**src/rtl/project_types.sv**
```systemverilog
// Shared types and constants for the memory-bus arbiter.
package project_types;

   typedef enum logic [1:0] {
      IDLE       = 2'd0,
      MEM_BUSY   = 2'd1,
      IF_BUSY    = 2'd2,
      IF_DISCARD = 2'd3
   } bus_arb_state_t;

   localparam logic RST_ENABLE          = 1'b1;
   localparam logic CHIP_ENABLE         = 1'b1;
   localparam int   BUS_TIMEOUT_DEFAULT = 255;

endpackage

```
**src/rtl/bus_watchdog.sv**
```systemverilog
// Busy-cycle counter that pulses expired when a transaction has waited TIMEOUT_CYC cycles.
module bus_watchdog #(
   parameter int TIMEOUT_CYC = 255
) (
   input  logic clk,
   input  logic rst,
   input  logic clear,
   input  logic count_en,
   output logic expired
);

   localparam int CNT_W = $clog2(TIMEOUT_CYC + 1);

   logic [CNT_W-1:0] cnt_q, cnt_d;

   // Terminal count is reached during the TIMEOUT_CYC-th unacknowledged busy cycle.
   assign expired = count_en && (cnt_q == CNT_W'(TIMEOUT_CYC - 1));

   always_comb begin
      cnt_d = cnt_q;
      if (clear || expired) begin
         cnt_d = '0;
      end else if (count_en) begin
         cnt_d = cnt_q + 1'b1;
      end
   end

   always_ff @(posedge clk or posedge rst) begin
      if (rst) begin
         cnt_q <= '0;
      end else begin
         cnt_q <= cnt_d;
      end
   end

endmodule

```
**src/rtl/bus_arbiter.sv**
```systemverilog
// Shares one req/ack memory bus between the IF and MEM pipeline stages, MEM first,
// holding each result until consumed and aborting hung transactions via a watchdog.
module bus_arbiter
   import project_types::*;
#(
   parameter int ADDR_W      = 32,
   parameter int DATA_W      = 32,
   parameter int TIMEOUT_CYC = BUS_TIMEOUT_DEFAULT
) (
   input  logic                clk,
   input  logic                rst,
   input  logic [5:0]          stall,
   input  logic                flush,
   input  logic                if_en,
   input  logic [ADDR_W-1:0]   if_addr,
   output logic [DATA_W-1:0]   if_data,
   output logic                if_stallreq,
   input  logic                mem_en,
   input  logic                mem_we,
   input  logic [DATA_W/8-1:0] mem_sel,
   input  logic [ADDR_W-1:0]   mem_addr,
   input  logic [DATA_W-1:0]   mem_wdata,
   output logic [DATA_W-1:0]   mem_rdata,
   output logic                mem_stallreq,
   output logic                bus_req,
   output logic                bus_we,
   output logic [DATA_W/8-1:0] bus_sel,
   output logic [ADDR_W-1:0]   bus_addr,
   output logic [DATA_W-1:0]   bus_wdata,
   input  logic                bus_ack,
   input  logic [DATA_W-1:0]   bus_rdata,
   output logic                bus_err
);

   localparam int SEL_W = DATA_W / 8;

   bus_arb_state_t    state_q, state_d;
   logic              bus_req_q, bus_req_d;
   logic              bus_we_q, bus_we_d;
   logic [SEL_W-1:0]  bus_sel_q, bus_sel_d;
   logic [ADDR_W-1:0] bus_addr_q, bus_addr_d;
   logic [DATA_W-1:0] bus_wdata_q, bus_wdata_d;
   logic              bus_err_q, bus_err_d;
   logic [DATA_W-1:0] if_data_q, if_data_d;
   logic [DATA_W-1:0] mem_rdata_q, mem_rdata_d;
   logic              if_done_q, if_done_d;
   logic              mem_done_q, mem_done_d;
   logic              wd_clear, wd_count, wd_expired;
   logic              unused_stall_bits;

   assign unused_stall_bits = ^{stall[5], stall[3:2], stall[0]};

   assign wd_count = (state_q != IDLE) && !bus_ack;
   assign wd_clear = (state_d != IDLE) && (state_d != state_q);

   bus_watchdog #(
      .TIMEOUT_CYC(TIMEOUT_CYC)
   ) u_watchdog (
      .clk     (clk),
      .rst     (rst),
      .clear   (wd_clear),
      .count_en(wd_count),
      .expired (wd_expired)
   );

   always_comb begin
      state_d     = state_q;
      bus_req_d   = bus_req_q;
      bus_we_d    = bus_we_q;
      bus_sel_d   = bus_sel_q;
      bus_addr_d  = bus_addr_q;
      bus_wdata_d = bus_wdata_q;
      bus_err_d   = bus_err_q;
      if_data_d   = if_data_q;
      mem_rdata_d = mem_rdata_q;
      if_done_d   = if_done_q;
      mem_done_d  = mem_done_q;

      // Consumption first so that a completion on the same edge sets the flag again.
      if (!stall[4]) mem_done_d = 1'b0;
      if (!stall[1] || flush) if_done_d = 1'b0;

      unique case (state_q)
         IDLE: begin
            if (mem_en && !mem_done_q) begin
               bus_req_d   = 1'b1;
               bus_we_d    = mem_we;
               bus_sel_d   = mem_sel;
               bus_addr_d  = mem_addr;
               bus_wdata_d = mem_wdata;
               state_d     = MEM_BUSY;
            end else if (if_en && !if_done_q && !flush) begin
               bus_req_d  = 1'b1;
               bus_we_d   = 1'b0;
               bus_sel_d  = '1;
               bus_addr_d = if_addr;
               state_d    = IF_BUSY;
            end
         end
         MEM_BUSY: begin
            if (bus_ack) begin
               if (!bus_we_q) mem_rdata_d = bus_rdata;
               mem_done_d = 1'b1;
               bus_req_d  = 1'b0;
               state_d    = IDLE;
            end else if (wd_expired) begin
               mem_rdata_d = '0;
               mem_done_d  = 1'b1;
               bus_req_d   = 1'b0;
               bus_err_d   = 1'b1;
               state_d     = IDLE;
            end
         end
         IF_BUSY: begin
            if (bus_ack) begin
               if (!flush) begin
                  if_data_d = bus_rdata;
                  if_done_d = 1'b1;
               end
               bus_req_d = 1'b0;
               state_d   = IDLE;
            end else if (flush) begin
               // The bus has no abort, so the killed fetch must still run to its ack.
               state_d = IF_DISCARD;
            end else if (wd_expired) begin
               if_data_d = '0;
               if_done_d = 1'b1;
               bus_req_d = 1'b0;
               bus_err_d = 1'b1;
               state_d   = IDLE;
            end
         end
         IF_DISCARD: begin
            if (bus_ack) begin
               bus_req_d = 1'b0;
               state_d   = IDLE;
            end else if (wd_expired) begin
               bus_req_d = 1'b0;
               bus_err_d = 1'b1;
               state_d   = IDLE;
            end
         end
         default: state_d = IDLE;
      endcase
   end

   always_ff @(posedge clk or posedge rst) begin
      if (rst) begin
         state_q     <= IDLE;
         bus_req_q   <= 1'b0;
         bus_we_q    <= 1'b0;
         bus_sel_q   <= '0;
         bus_addr_q  <= '0;
         bus_wdata_q <= '0;
         bus_err_q   <= 1'b0;
         if_data_q   <= '0;
         mem_rdata_q <= '0;
         if_done_q   <= 1'b0;
         mem_done_q  <= 1'b0;
      end else begin
         state_q     <= state_d;
         bus_req_q   <= bus_req_d;
         bus_we_q    <= bus_we_d;
         bus_sel_q   <= bus_sel_d;
         bus_addr_q  <= bus_addr_d;
         bus_wdata_q <= bus_wdata_d;
         bus_err_q   <= bus_err_d;
         if_data_q   <= if_data_d;
         mem_rdata_q <= mem_rdata_d;
         if_done_q   <= if_done_d;
         mem_done_q  <= mem_done_d;
      end
   end

   assign if_stallreq  = !rst && if_en && !if_done_q;
   assign mem_stallreq = !rst && mem_en && !mem_done_q;
   assign if_data      = if_data_q;
   assign mem_rdata    = mem_rdata_q;
   assign bus_req      = bus_req_q;
   assign bus_we       = bus_we_q;
   assign bus_sel      = bus_sel_q;
   assign bus_addr     = bus_addr_q;
   assign bus_wdata    = bus_wdata_q;
   assign bus_err      = bus_err_q;

endmodule

```
**config.mk**
```make
export PLATFORM = sky130hd
export DESIGN_NAME = bus_arbiter
export DESIGN_NICKNAME = d
export VERILOG_FILES = /design/src/rtl/project_types.sv /design/src/rtl/bus_watchdog.sv /design/src/rtl/bus_arbiter.sv
export SDC_FILE = /design/constraint.sdc
export NUM_CORES = 1
export LEC_CHECK = 0
export CAP_MARGIN = 30
export CORE_MARGIN = 3
export CORE_UTILIZATION = 37
export DETAILED_ROUTE_END_ITERATION = 8
export GPL_TIMING_DRIVEN = 1
export PLACE_DENSITY = 0.74
export SYNTH_ARGS = -nofsm -noshare
export SYNTH_HDL_FRONTEND = slang
export SYNTH_SLANG_ARGS = --single-unit
export TNS_END_PERCENT = 30
```
**constraint.sdc**
```tcl
create_clock -name clk -period 8.8 [get_ports clk]
set_clock_uncertainty 0.15 [all_clocks]
set_input_delay 2.64 -clock clk [delete_from_list [all_inputs] [get_ports clk]]
set_output_delay 2.64 -clock clk [all_outputs]
set_load 0.05 [all_outputs]
```
# Word-level counts from Yosys, hierarchy flattened

Index checks and enable logic that the tools add are counted.

Muxes and demuxes: 43
Add/sub/neg operators: 1
Reduce and logical (&&, ||, !) cells: 32
Bitwise logic cells: 1
Eq/ne operators: 11

Operator list:

| operator                                                               | number |
|---|---|
| 32-bit two-way mux                                                     | 8 |
| 1-bit two-way mux                                                      | 22 |
| 8-bit two-way mux                                                      | 2 |
| 2-bit two-way mux                                                      | 6 |
| 2-bit nonzero test                                                     | 6 |
| 1-bit logical AND                                                      | 10 |
| 8-bit by 1-bit adder with 8-bit output (second input constant)         | 1 |
| 8-bit equality test (second input constant)                            | 1 |
| 4-bit two-way mux                                                      | 2 |
| 2-bit inequality test (second input constant)                          | 4 |
| 1-bit logical NOT                                                      | 6 |
| 3-bit inequality test (second input constant)                          | 2 |
| 2-bit case mux with 3 select lines                                     | 1 |
| 2-bit AND reduction                                                    | 3 |
| 3-bit AND reduction                                                    | 2 |
| 2-bit equality test (second input constant)                            | 2 |
| 4-bit AND reduction                                                    | 1 |
| 1-bit case mux with 3 select lines                                     | 1 |
| 2-bit by 1-bit equality test with 1-bit output (second input constant) | 1 |
| 2-bit logical NOT                                                      | 1 |
| 1-bit logical OR                                                       | 2 |
| 2-bit inequality test                                                  | 1 |
| 1-bit case mux with 2 select lines                                     | 1 |
| 2-bit OR reduction                                                     | 1 |
| 1-bit inverter                                                         | 1 |

Output and inout bits: 137
Bits of input ports: 145
Register bits: 147

# Longest topological paths before layout

Gate-level depths: netlist of the first run.

Word-level depth: 11
Gate-level depth with buffers: 7
Gate-level depth less buffers: 6

# Hierarchy

A second synthesis of the first run with hierarchy kept.

Cells, all modules: 446
Area total of the unflattened synthesis: 6224.7 um^2

By module, submodules not included:

| module       | seq. area each (um^2) | cells each | instances | area each (um^2) |
|---|---|---|---|---|
| bus_arbiter  | 3478.3                | 400        | 1         | 5756.8 |
| bus_watchdog | 200.2                 | 46         | 1         | 467.9 |

# Worst setup path before layout of the first run

OpenSTA, ideal clock, no wires.

Kind: input to output
Start point: input port rst
End point: output port mem_stallreq
Data required time: 6.010 ns
Stages: 2
Buffers on the path: 0
Arrival time: 6.401 ns
Slack: -0.391 ns
Path through: inv_1 and2_1

Word-level cells in the longest chain between the ends: 3

RTL lines:

| item                               | line               | RTL |
|---|---|---|
| start: declaration                 | bus_arbiter.sv:11  | `input logic rst,` |
| 1-bit logical NOT (no source line) | n/a                |  |
| 1-bit logical AND (2 in a row)     | bus_arbiter.sv:176 | `assign mem_stallreq = !rst && mem_en && !mem_done_q;` |
| end: declaration                   | bus_arbiter.sv:24  | `output logic mem_stallreq,` |

Every way passes these cells.

# Final worst setup path of the first run

Start point: input port mem_en
End point: output port mem_stallreq

Word-level cells in the longest chain between the ends: 2

RTL lines:

| item                           | line               | RTL |
|---|---|---|
| start: declaration             | bus_arbiter.sv:18  | `input logic mem_en,` |
| 1-bit logical AND (2 in a row) | bus_arbiter.sv:176 |  |

Every way passes these cells.

==> results of run 1 <==
## power by group through the flow
stage | clock, mW | sequential [mW] | combinational [mW]
final | 0.729 | 1.16 | 2.31
after global routing | 0.775 | 1.20 | 2.42
after CTS | 0.744 | 1.16 | 2.34
after detailed placement | 0 | 1.17 | 2.33
after global placement | 0 | 1.15 | 2.30
after floorplan | 0 | 2.17 | 0.525
## metrics by stage
step                cells  hold slack [ns]  cell area, µm²
CTS                  1005            0.326            9470
global placement      973            0.307            8870
floorplan             513            0.319            5960
detailed placement    973            0.312            8870
global route         1006            0.349            9500
finish               1006            0.323            9500
## layout make-up
| cell class | instances | area [µm²] | area share [%] |
|---|---|---|---|
| clock buffers | 20 | 447 | 4.70 |
| clock inverters | 12 | 155 | 1.63 |
| inverters | 4 | 18.8 | 0.198 |
| multi-input cells | 325 | 2070 | 21.8 |
| flip-flops and latches | 147 | 3680 | 38.7 |
| well taps | 211 | 264 | 2.78 |
| repair buffers | 287 | 2870 | 30.2 |
## worst max-delay path: stages
cell and delay [ns]:
clkdlybuf4s50_1 0.49, nor2b_4 0.14, and2_1 0.12, clkdlybuf4s50_1 0.84
## placed cells by master (no fill, tap or decap), types with 2 or more instances in the layout
cell type | synthesis | layout
clkdlybuf4s50_1 | 0 | 277
dfrtp_1 | 147 | 147
nand2_1 | 132 | 132
a22o_1 | 65 | 65
mux2i_1 | 32 | 32
o21ai_2 | 18 | 19
clkbuf_16 | 0 | 17
o21ai_1 | 15 | 14
nor2_1 | 11 | 11
buf_4 | 1 | 9
xor2_1 | 6 | 6
o22a_1 | 5 | 5
nand3_1 | 4 | 4
inv_1 | 4 | 3
and3_1 | 3 | 3
nand4_1 | 3 | 3
and2_1 | 3 | 3
clkinvlp_4 | 0 | 3
clkinv_2 | 0 | 3
bufinv_16 | 0 | 3
clkinv_4 | 0 | 3
nand2b_1 | 2 | 2
a21oi_1 | 2 | 2
nor3_1 | 2 | 2
o31ai_1 | 2 | 2
ha_1 | 2 | 2
clkbuf_1 | 21 | 2
## metal layers
metal,track usage (%),up-vias,wire (µm)
li1,-,2327,-
met1,24.9,2482,6970
met2,33.5,185,8780
met3,5.40,23,1110
met4,7.27,0,350
met5,0,-,0
## Yosys cell counts, types with 2 or more instances
cell type | instances | area share [%]
inv_1 | 4 | 0.25
nor2b_1 | 2 | 0.21
nand2b_1 | 2 | 0.21
nand3_1 | 4 | 0.34
o21ai_2 | 18 | 2.6
and2_1 | 3 | 0.32
and3_1 | 3 | 0.32
mux2i_1 | 32 | 5.4
o22a_1 | 5 | 0.74
buf_2 | 7 | 0.59
a22o_1 | 65 | 9.6
o31ai_1 | 2 | 0.25
clkbuf_1 | 21 | 1.3
nor2_1 | 11 | 0.69
xor2_1 | 6 | 0.88
o21ai_1 | 15 | 1.3
buf_6 | 7 | 1.3
nand4_1 | 3 | 0.32
dfrtp_1 | 147 | 62
nor3_1 | 2 | 0.17
nand2_1 | 132 | 8.3
ha_1 | 2 | 0.42
a21oi_1 | 2 | 0.17
## flip-flops by register name (all words and copies together) (netlist names)
signal / flops
u_watchdog.cnt_q: 8
mem_rdata: 32
if_data: 32
bus_addr: 32
bus_sel: 4
mem_done_q: 1
if_done_q: 1
bus_we: 1
state_q: 2
bus_wdata: 32
bus_req: 1
bus_err: 1
## worst paths after layout
kind | end | slack, ns | cells after the start
worst max-delay path | mem_stallreq | 1.76 | 4
worst min register to register | bus_wdata[2] | 0.32 | 2
worst min-delay path | bus_wdata[2] | 0.32 | 2
min in group asynchronous | state_q[1] | 2.51 | 3
max in group asynchronous | bus_wdata[8] | 4.93 | 4
worst max register to register | bus_addr[12] | 6.42 | 5
## kinds of logic after synthesis
group / after synthesis
flip-flops: 147
XOR/XNOR: 7
buffers and inverters: 41
AO/OA/AOI/OAI: 117
AND/OR/NAND/NOR: 167
adder cells (fa/ha/maj): 2
multiplexers: 32
==> qor.yml, run 1 <==
yosys:
  synth_nets: 660
  synth-compound-area-share_pct: 16.1
  ys_warn_count: 0
  syn_area_mm2: 0.00596
  dominantRegCellSynth: "dfrtp_1"
  synth-simple-area-share_pct: 11.6
  synth-edff-count: 0
  synth_xor_area_share_pct: 1.03
  ys_async_sr_fraction_pct: 100
  synth-seq-cells: 147
  synth_adder_area_share_pct: 0.420
  synth_top_family_by_area: "compound AO/OA/AOI/OAI gates"
  yosysSeqAreaShare_pct: 61.8
  muxShareOfSynthArea_pct: 5.38
  synth_cells: 513
  synth.avg_cell_area_um2: 11.6
  synth_cell_types: 41
global_route:
  grt_pass1_vias: 5308
  antenna_found_initial: 0
  grt_pass1_wl_um: 28500
  gr-usage-all-layers_pct: 20.0
  grt_max_degree: 77
  grt_overflow: 0
cells_and_area:
  fill_cells: 1246
  final_nets: 929
  utilization_pct: 61.4
  antenna_cells: 0
  area_delta_synth_final_pct: 59.5
  layout-drive-gt1-share_pct: 8.43
clock_tree:
  cts_setup_buffers: 0
  clkSinkCount: 147
  cts_buffer_depth: 2
  clkLatencyLatePin_ns: 0.41
  cts_resized: 0
  cts_made_buffers: 17
  cts-root-buf: "clkbuf_16"
  cts_tree: "done"
  htreeDepth: 4
  clk_pin_slew_ns: 0.06
  ctsHoldBuffers: 0
pwr:
  vdd_ir_drop_max_mv: 0.210
  p_leak_nw: 4.30
  seqPwrFrac_pct: 27.7
  internal_power_mw: 2.22
  p_sw_mw: 1.98
  p_per_area_mw_per_mm2: 442
  power_frac_clock_pct: 17.3
  sw_frac_of_total_pct: 47.1
  p_total_mw: 4.20
  pwr-share-comb_pct: 55.0
timing:
  worst_slack_ns: 1.76
  rsz0062_at_grt: "false"
  max_freq_ghz: 0.142
  fin_setup_tns_ns: 0
  maxSlewViolCount: 0
  slew_headroom_pct: 40.9
  hold_viol_final: 0
  setup_viol: 0
  worst_slew_pin_slew_ns: 0.886
  fin_crit_sh_pct: 80.0
  fin_crit_ns: 7.04
routing:
  wl_per_cell_um: 17.1
  drc: 0
  viasPerCell: 4.99
  num_vias: 5017
  first_pass_iters: 6
  drtIter0Drc: 273
  drt-total-wl_um: 17200
  antenna_left: 0
min_path:
  hold_class: "register to register"
  worstHoldStart: "bus_wdata[2]"
die:
  start_util_pct: 38.5
  dieArea_mm2: 0.0177
  fp.dieH_um: 133
  ios: 282
  core_mm2: 0.0155
  rows: 45
  die_w_um: 133
setup_path:
  worstPathArrival_ns: 4.25
  crit_required_ns: 6.01
  crit_type: "primary input to output port"
  cp-startpoint: "mem_en"
  worstSetupEndpointType: "output port"
  start_kind: "primary input"
  cp_max_fo: 2
  crit-reg2reg-launch: "state_q[0]"
placement:
  hpwl_um: 12400
  post-place-ws_ns: 1.75
  io_buffers: 277
  place_congestion: 0.774
run_status:
  status: "completed"
run:
  maxCapViolCount: 0
No activity file was read; power rests on OpenSTA's default activity.
==> run 2: changes to the inputs <==
Clock period 8.8 ns to 6.2 ns, I/O delays scaled along.
==> qor.yml, run 2 (same netlist as run 1, synthesis figures left out) <==
pwr:
  pwr-share-comb_pct: 55.2
  seqPwrFrac_pct: 27.8
  internal_power_mw: 3.09
  vdd_ir_drop_max_mv: 0.275
  power_frac_clock_pct: 17.0
  p_sw_mw: 2.88
  sw_frac_of_total_pct: 48.2
  p_leak_nw: 4.29
  p_per_area_mw_per_mm2: 628
timing:
  max_freq_ghz: 0.187
  hold_viol_final: 0
  maxSlewViolCount: 0
  slew_headroom_pct: 48.1
  fin_crit_sh_pct: 86.2
  rsz0062_at_grt: "false"
  setup_viol: 0
  worst_slew_pin_slew_ns: 0.778
  fin_crit_ns: 5.34
  fin_setup_tns_ns: 0
  holdWs_ns: 0.321
cells_and_area:
  layout_common_cells: "clkdlybuf4s50_1, dfrtp_1, nand2_1, a22o_1, mux2i_1"
  multi_input_area_mm2: 0.00207
  layout_commonest_cell: "clkdlybuf4s50_1"
  regArea_mm2: 0.00368
  fill_cells: 1230
  area_delta_synth_final_pct: 59.5
  final_nets: 929
  layout-drive-gt1-share_pct: 8.81
  antenna_cells: 0
setup_path:
  worstSetupEndpointType: "output port"
  cp_max_fo: 3
  crit_type: "primary input to output port"
  crit-reg2reg-launch: "state_q[1]"
  start_kind: "primary input"
  worstPathArrival_ns: 3.33
  cp-startpoint: "if_en"
  crit_required_ns: 4.19
min_path:
  worstHoldStart: "bus_wdata[15]"
  hold_class: "register to register"
clock_tree:
  cts_buffer_depth: 2
  cts_resized: 0
  cts_setup_buffers: 0
  ctsHoldBuffers: 0
  clkLatencyLatePin_ns: 0.41
  clk_pin_slew_ns: 0.06
  clkSinkCount: 147
  cts_tree: "done"
  cts-root-buf: "clkbuf_16"
  htreeDepth: 4
  cts_made_buffers: 17
global_route:
  grt_overflow: 0
  grt_pass1_wl_um: 28200
  antenna_found_initial: 0
  gr-usage-all-layers_pct: 19.9
  grt_max_degree: 66
  grt_pass1_vias: 5192
routing:
  first_pass_iters: 6
  drtIter0Drc: 321
  wl_per_cell_um: 17.5
  viasPerCell: 5.00
  drc: 0
  antenna_left: 0
  num_vias: 5028
  drt-total-wl_um: 17600
placement:
  hpwl_um: 12800
  io_buffers: 277
  place_congestion: 0.846
die:
  dieArea_mm2: 0.0177
  core_mm2: 0.0155
  fp.dieH_um: 133
  rows: 45
  ios: 282
  die_w_um: 133
  start_util_pct: 38.5
run_status:
  status: "completed"
run:
  maxCapViolCount: 0
-- run 2: cell count changes in the layout (fill, tap and decap cells not counted), moves of 2 or more --
cell	change
inv_6	+3
clkinv_2	-3
bufinv_16	-2
inv_8	+4
clkbuf_1	-2
-- run 2: final timing paths --
check / end / slack, ns / cells after the start
hold reg to reg: bus_wdata[15] / 0.32 / 2
setup reg to reg: bus_addr[8] / 3.77 / 5
setup / recovery: if_stallreq / 0.86 / 4
max in group asynchronous: bus_addr[27] / 2.63 / 5
hold / removal: bus_wdata[15] / 0.32 / 2
min in group asynchronous: if_data[17] / 1.83 / 3
-- run 2: stage by stage --
step / setup WS (ns) / std cells / total power [mW] / util [%] / area, µm²
after global placement: 0.825 / 972 / 4.90 / 57.2 / 8860
after global routing: 0.827 / 1006 / 6.24 / 61.3 / 9500
after floorplan: -0.427 / 513 / 3.82 / - / 5960
final: 0.857 / 1006 / 5.96 / 61.3 / 9500
after detailed placement: 0.843 / 974 / 4.98 / 57.5 / 8900
after CTS: 0.842 / 1006 / 6.02 / 61.3 / 9500
-- run 2: power groups by stage --
stage               clock (mW)  sequential [mW]  combinational [mW]
global route              1.08             1.71                3.45
detailed placement           0             1.67                3.32
CTS                       1.04             1.66                3.33
global placement             0             1.64                3.26
finish                    1.01             1.66                3.29
floorplan                    0             3.08               0.745
-- run 2: final cells by class --
cell class              instances  share of cell area (%)
flip-flops and latches        147                    38.7
clock buffers                  17                    4.48
multi-input cells             325                    21.8
repair buffers                287                    30.3
clock inverters                15                    1.75
well taps                     211                    2.78
inverters                       4                   0.198
-- run 2: layer usage --
layer  vias to the layer above  GRT usage [%]  part of all wire (%)
li1                       2340              -                     -
met1                      2462           23.3                    39
met2                       200           35.1                    53
met3                        26           5.21                   5.9
met4                         0           7.45                   2.2
met5                         -              0                     0
-- run 2: critical path, stage by stage --
cell and delay, ns:
clkdlybuf4s50_1 0.46, nand2b_1 0.10, nor2_1 0.10, clkdlybuf4s50_1 0.81
==> run 3: changes to the inputs <==
Settings changed: CORE_ASPECT_RATIO from default to 0.7, GPL_TIMING_DRIVEN 1 to default.
==> qor.yml, run 3 (same netlist as run 1, synthesis figures left out) <==
pwr:
  sw_frac_of_total_pct: 47.2
  pwr-share-comb_pct: 54.5
  internal_power_mw: 3.17
  p_leak_nw: 4.32
  p_per_area_mw_per_mm2: 632
  p_total_mw: 6.01
  seqPwrFrac_pct: 27.6
  vdd_ir_drop_max_mv: 0.427
  p_sw_mw: 2.84
  power_frac_clock_pct: 17.9
clock_tree:
  cts_buffer_depth: 2
  cts_resized: 0
  htreeDepth: 4
  cts_made_buffers: 17
  cts-root-buf: "clkbuf_16"
  ctsHoldBuffers: 0
  cts_setup_buffers: 0
  clkSinkCount: 147
  cts_tree: "done"
  clkLatencyLatePin_ns: 0.41
  clk_pin_slew_ns: 0.06
cells_and_area:
  final_nets: 929
  layout_commonest_cell: "clkdlybuf4s50_1"
  antenna_cells: 0
  utilization_pct: 60.8
  fill_cells: 1253
  layout_common_cells: "clkdlybuf4s50_1, dfrtp_1, nand2_1, a22o_1, mux2i_1"
  instances_no_fill: 995
  layout-drive-gt1-share_pct: 8.81
  area_delta_synth_final_pct: 59.8
timing:
  fin_setup_tns_ns: 0
  slew_headroom_pct: 43.7
  max_freq_ghz: 0.186
  maxSlewViolCount: 0
  worst_slew_pin_slew_ns: 0.844
  setup_viol: 0
  fin_crit_sh_pct: 86.5
  hold_viol_final: 0
  fin_crit_ns: 5.36
  rsz0062_at_grt: "false"
  holdWs_ns: 0.324
routing:
  antenna_left: 0
  viasPerCell: 4.88
  drt-total-wl_um: 17000
  drc: 0
  drtIter0Drc: 270
  wl_per_cell_um: 17.1
  first_pass_iters: 4
  num_vias: 4858
global_route:
  grt_pass1_wl_um: 26600
  gr-usage-all-layers_pct: 19.0
  grt_overflow: 0
  grt_pass1_vias: 5033
  grt_max_degree: 79
  antenna_found_initial: 0
setup_path:
  crit_type: "primary input to output port"
  crit_required_ns: 4.19
  worstSetupEndpointType: "output port"
  cp_max_fo: 3
  start_kind: "primary input"
  worstPathArrival_ns: 3.35
min_path:
  hold_class: "register to register"
die:
  fp.dieH_um: 112
  dieArea_mm2: 0.0177
  rows: 38
  core_mm2: 0.0156
  start_util_pct: 38.1
  die_w_um: 158
  ios: 282
placement:
  io_buffers: 277
  place_congestion: 0.816
  hpwl_um: 12500
  dp.cells: 962
run_status:
  status: "completed"
run:
  maxCapViolCount: 0
==> run 3: through the flow <==
stage / setup WS (ns) / cell area, µm²
final: 0.837 / 9520
after CTS: 0.840 / 9490
after global placement: 0.835 / 8850
after detailed placement: 0.853 / 8860
after global routing: 0.771 / 9520
after floorplan: -0.427 / 5960
==> run 3: power groups by stage <==
stage | registers, mW | clock network [mW] | logic [mW]
after CTS | 1.66 | 1.10 | 3.31
final | 1.66 | 1.08 | 3.28
after floorplan | 3.08 | 0 | 0.745
after global placement | 1.65 | 0 | 3.25
after detailed placement | 1.66 | 0 | 3.30
after global routing | 1.71 | 1.15 | 3.43
==> run 3: worst paths after layout <==
path                         startpoint            to  cells past startpoint  slack (ns)
max reg2reg                  state_q[0]  bus_addr[22]                      5        3.61
max in group asynchronous           rst  bus_addr[28]                      5        2.69
min reg2reg                bus_addr[23]  bus_addr[23]                      2        0.32
max                               if_en   if_stallreq                      4        0.84
min in group asynchronous           rst  mem_rdata[7]                      3        1.73
min                        bus_addr[23]  bus_addr[23]                      2        0.32
==> run 3: final cells by class <==
class,instances,area (µm²),area share [%]
flip-flops and latches,147,3680,38.6
repair buffers,287,2870,30.2
multi-input cells,325,2070,21.8
clock buffers,18,439,4.61
well taps,200,250,2.63
clock inverters,14,188,1.97
inverters,4,18.8,0.197
==> run 3: per-layer routing <==
metal / GRT usage, % / vias to the layer above / share of wire, %
met4: 4.80 / 0 / 1.2
li1: - / 2331 / -
met2: 31.4 / 189 / 48
met1: 23.8 / 2323 / 42
met3: 7.17 / 15 / 9.1
met5: 0 / - / 0
==> run 3: worst max-delay path, cell delays in order <==
cell and delay (ns):
clkdlybuf4s50_1 0.45, nand2b_1 0.10, nor2_1 0.12, clkdlybuf4s50_1 0.81
